## config.mk

```make
export PLATFORM = sky130hd
export DESIGN_NAME = decoder_2x4
export DESIGN_NICKNAME = d
export VERILOG_FILES = /design/src/rtl/decoder_2x4.sv
export SDC_FILE = /design/constraint.sdc
export NUM_CORES = 1
export LEC_CHECK = 0
export ABC_CLOCK_PERIOD_IN_PS = 1200
export BUFFER_PORTS_ARGS = -buffer_cell sky130_fd_sc_hd__buf_2
export CAP_MARGIN = 10
export CORE_MARGIN = 2
export CORE_UTILIZATION = 38
export DETAILED_ROUTE_END_ITERATION = 7
export GPL_ROUTABILITY_DRIVEN = 0
export PLACE_DENSITY = 0.78
export SLEW_MARGIN = 20
export SYNTH_ARGS = -nofsm -noshare
export SYNTH_HDL_FRONTEND = slang
export SYNTH_SLANG_ARGS = --single-unit
export TNS_END_PERCENT = 100
```

## constraint.sdc

```tcl
create_clock -name clk -period 1.2 [get_ports clk]
set_clock_uncertainty 0.2 [all_clocks]
set_input_delay 0.24 -clock clk [delete_from_list [all_inputs] [get_ports clk]]
set_output_delay 0.24 -clock clk [all_outputs]
set_load 0.02 [all_outputs]
```

## src/rtl/decoder_2x4.sv

```systemverilog
// decoder_2x4: 2-to-4 one-hot decoder with a registered status side-stage.
//   d3..d0 : purely combinational decode of {a1,a0}; independent of clk,
//            rst_n and sample_en, so it can be used as a plain gate decoder.
//   dq     : registered one-hot copy, updated only when sample_en is high.
//   sel_chg: one-cycle pulse when a capture differs from the previous one
//            (the first capture after reset always counts as a change).
//   hit_cnt: per-line saturating hit counters, present only when the
//            DECODER_HIT_CNT_EN macro is defined; otherwise tied to zero.
// Reset is synchronous, active low.
module decoder_2x4 #(
  parameter int CNT_W = 8
) (
  input  logic               clk,
  input  logic               rst_n,
  input  logic               a1,
  input  logic               a0,
  output logic               d3,
  output logic               d2,
  output logic               d1,
  output logic               d0,
  input  logic               sample_en,
  output logic [3:0]         dq,
  output logic               dq_vld,
  output logic               sel_chg,
  output logic [4*CNT_W-1:0] hit_cnt
);

  localparam int NUM_LINES = 4;

  logic [1:0]           sel;
  logic [NUM_LINES-1:0] dec;
  logic [1:0]           prev_sel;

  assign sel = {a1, a0};

  // Gate-level decode; bit i is high iff sel == i.
  assign dec = {a1 & a0, a1 & ~a0, ~a1 & a0, ~a1 & ~a0};

  assign d3 = dec[3];
  assign d2 = dec[2];
  assign d1 = dec[1];
  assign d0 = dec[0];

  // Capture stage: latch the decode, track the previous select, pulse on change.
  // A sample_en that is not a clean 1 falls to the hold branch.
  always_ff @(posedge clk) begin
    if (!rst_n) begin
      dq       <= '0;
      dq_vld   <= 1'b0;
      sel_chg  <= 1'b0;
      prev_sel <= 2'b00;
    end else if (sample_en) begin
      dq       <= dec;
      dq_vld   <= 1'b1;
      sel_chg  <= !dq_vld || (sel != prev_sel);
      prev_sel <= sel;
    end else begin
      sel_chg  <= 1'b0;
    end
  end

`ifdef DECODER_HIT_CNT_EN
  for (genvar i = 0; i < NUM_LINES; i++) begin : g_line
    logic [CNT_W-1:0] cnt;

    // Per-line hit counter: bump on a capture of this line, stick at all-ones.
    always_ff @(posedge clk) begin
      if (!rst_n)
        cnt <= '0;
      else if (sample_en && dec[i] && (cnt != {CNT_W{1'b1}}))
        cnt <= cnt + CNT_W'(1);
    end

    assign hit_cnt[i*CNT_W +: CNT_W] = cnt;
  end
`else
  assign hit_cnt = '0;
`endif

endmodule

```

== Yosys cells after proc, flatten, opt, wreduce, memory -nomap -nowiden ==
Cells that the tools add are included.

* Bitwise gates (word level): 6
* Reductions and logical operators: 3
* Eq/ne operators: 1

{| class="wikitable"
|+ Operators by type and width
! kind !! count
|-
| 1-bit AND || 4
|-
| 2-bit != test || 1
|-
| 1-bit NOT || 2
|-
| 2-bit AND reduction || 1
|-
| 1-bit zero test || 1
|-
| 1-bit logical OR || 1
|}

* Bits of input ports: 5
* Register bits after elaboration: 8
* Logic and storage cells: 14
* Output and inout port bits: 42

== Depth between registers and ports, before layout ==
* Depth after elaboration: 2
* Mapped depth: 3
* Depth with buffers taken out: 2

== Worst setup path before layout ==
Ideal clock, no wire load.

* Path kind: input to output
* Start point: input port a0
* End point: output port d2
* Arrival time: 0.709 ns
* Cell stages on the path: 2
* Buffers on the path: 1
* Setup slack: 0.051 ns
* Data required time: 0.760 ns
* Cell sequence: buf_2 nor2b_1

* Longest elaborated chain between the ends: 2

{| class="wikitable"
|+ RTL lines
! what !! line !! RTL
|-
| start, declared || 16 || <nowiki>input logic a0,</nowiki>
|-
| 1-bit NOT || 37 || <nowiki>assign dec = {a1 & a0, a1 & ~a0, ~a1 & a0, ~a1 & ~a0};</nowiki>
|-
| 1-bit AND || 37 ||
|-
| end, declared || 18 || <nowiki>output logic d2,</nowiki>
|}

Every way passes these cells.

== Worst setup path in the final report ==
* Start point: register dq_vld
* End point: output port dq_vld

{| class="wikitable"
|+ RTL lines
! what !! line !! RTL
|-
| start, declared || 23 || <nowiki>output logic dq_vld,</nowiki>
|-
| start signal, assigned || 49 || <nowiki>dq_vld <= 1'b0;</nowiki>
|-
| start signal, assigned || 54 || <nowiki>dq_vld <= 1'b1;</nowiki>
|}

No word-level cell between the ends.

==> flow_metrics.tcl <==
set metrics [dict create \
    postPlaceCellArea_um2 561 \
    end_kind "output port" \
    peakVddDrop_v 0.000408 \
    num_vias 388 \
    fin_area_um2 598 \
    io_buffers 14 \
    synth.distinct_cells 20 \
    drt_iter0_drc 3 \
    cts.clk_slew.worst_paths_ns 0.05 \
    cp.depth 1 \
    post_synth_xor_area_fraction_pct 2.95 \
    row_count 14 \
    final_cell_count_no_fill 103 \
    antenna_cells 0 \
    yosysSeqAreaShare_pct 27.0 \
    place_inst 100 \
    grt_max_degree 12 \
    design_power_total_mw 0.689 \
    h-tree-depth 1 \
    cpMaxStageDelayCell "dfxtp_2" \
    grt_usage_pct 8.86 \
    power.leakage_nw 0.325 \
    rsz0062_at_grt "no" \
    r2r-start "prev_sel[0]" \
    die-area_mm2 0.00189 \
    clk_latency_ns 0.25 \
    synth.most_common_cell "buf_4" \
    min_from "rst_n" \
    fin_crit_ns 1.16 \
    synth_compound_area_share_pct 5.06 \
    timing.fmax_mhz 860 \
    maxCapViolations 0 \
    cts_tree "built" \
    async_flop_share_pct 0 \
    synth_edf_count 0 \
    drc_errors 0 \
    first_global_vias 274 \
    power-per-cell-area_mw_per_mm2 1150 \
    viasPerCell 3.77 \
    whs_path_depth 3 \
    setup_violations 0 \
    slowest_delay_ns 0.32 \
    cts_buffers 3 \
    ys.warnings.count 0 \
    synthAdderAreaFrac_pct 0 \
    critPathKind "reg -> out" \
    routed_wl_um 799 \
    drive_gt1_share_pct 26.4 \
    synth_area_per_cell_um2 8.35 \
    clock_sinks 8 \
    coreArea_mm2 0.00149 \
    slew_violations 0 \
    synth_mux_area_share_pct 3.38 \
    synth_top_family_by_area "buffers and inverters" \
    synth_area_leader_cell "buf_4" \
    n_fill_cell 166 \
    cp_cell_sequence "buf_4" \
    io_pins 47 \
    crit_arrival_ns 0.72 \
    area_delta_synth_final_pct 0.844 \
    syn-cell-area_um2 593 \
    cp-start-kind "register" \
    antenna_found_initial 0 \
    first_pass_iters 2 \
    path_delay_family "flip-flops" \
    dieHeight_um 43.5 \
    status "complete, no violations" \
    path_max_fanout 3 \
    synthTopCellsByArea "buf_4, dfxtp_1, nand2b_1" \
    hold_viol_final 0 \
    ff2ff_path_depth 2 \
    dp_hpwl_um 637 \
    cp.required_ns 0.76 \
    initial_utilization_pct 39.8 \
    root_buffer "clkbuf_4" \
    hold_path.class "in -> reg" \
    wl_per_cell_um 7.76 \
    layout.nets 94 \
    critPathBufInv 1 \
    dieWidth_um 43.5 \
    fin_setup_tns_ns 0 \
    min_period_over_period_pct 96.9 \
    syn_inst 71 \
    synth-simple-area-share_pct 16.2 \
    synthTopCellsByCount "buf_4, dfxtp_1, nor2_1, nand2b_1, a21oi_1" \
    grt-ovfl-total 0 \
    grt_pass1_wl_um 1150 \
    synth-seq-cells 8 \
    ys.flop_type "dfxtp_1" \
    synth_top_area_share_pct 40.5 \
    cts_hold_buf 0 \
    antenna_left 0 \
    crit_path_start "dq_vld" \
    cts.path.max_buffers 2 \
]
==> path summary, 6_finish.rpt <==
| check | end | slack (ns) |
|---|---|---|
| setup / recovery | dq_vld | 0.04 |
| hold / removal | sel_chg | 0.03 |
| setup reg to reg | sel_chg | 0.30 |
| hold reg to reg | sel_chg | 0.24 |
==> worst register-to-register path, delay by kind of cell, from the launching register on <==
family,cells,cell delay (ns)
flip-flops,1,0.32
AO/OA/AOI/OAI,1,0.10
XOR/XNOR,1,0.17
==> through the flow <==
| step | worst slack (ns) | hold WS (ns) | utilization [%] |
|---|---|---|---|
| floorplan | 0.0513 | 0.164 | - |
| global placement | 0.0685 | 0.250 | 37.6 |
| detailed placement | 0.0681 | 0.255 | 37.6 |
| CTS | 0.00172 | 0.0224 | 39.6 |
| global route | 0.00191 | 0.0531 | 40.2 |
| finish | 0.0370 | 0.0254 | 40.2 |
==> power breakdown <==
group          switching, mW  internal (mW)  total, mW  leakage (nW)
combinational          0.145         0.0473      0.192         0.245
sequential           0.00722          0.280      0.287        0.0665
clock                 0.0944          0.115      0.209        0.0138
==> what timing repair did <==
item	4_1_cts	5_1_grt
resized for setup	3	4
endpoints found under the setup margin	2	4
pin swaps	0	0
buffers inserted	0	0
==> metal layers <==
| metal | up-vias | track usage [%] | wire length, um |
|---|---|---|---|
| met5 | - | 0 | 0 |
| met4 | 0 | 10.9 | 8 |
| met3 | 2 | 2.50 | 117 |
| met2 | 35 | 11.6 | 327 |
| met1 | 161 | 10.3 | 345 |
| li1 | 190 | - | - |
==> cell families after synthesis <==
family | after synthesis
buf+inv | 36
compound gates | 5
mux | 2
flops | 8
simple gates | 17
other cells | 1
xor+xnor | 2
==> flip-flops by register name, summed over array words and instances, names as in the netlist <==
signal    count
dq            4
dq_vld        1
prev_sel      2
sel_chg       1
==> cell usage in the layout, fill, tap and decap left out, drive strengths merged <==
cell,n
nand2b,4
or3b,1
dfxtp,8
xnor2,2
nand2,1
a21oi,4
and2,1
a31oi,1
clkbuf,3
mux2i,2
nor2,5
nor2b,1
inv,1
conb,32
buf,17
nand3,1
nand3b,2
and2b,1
==> area by class of cell <==
type                    instances  area (um2)  area share, %
clock buffers                   3        22.5           3.77
well taps                      16        20.0           3.35
flip-flops and latches          8         163           27.2
multi-input cells              58         284           47.5
repair buffers                 17         105           17.6
inverters                       1        3.75          0.628
(Power assumes the default switching activity.)
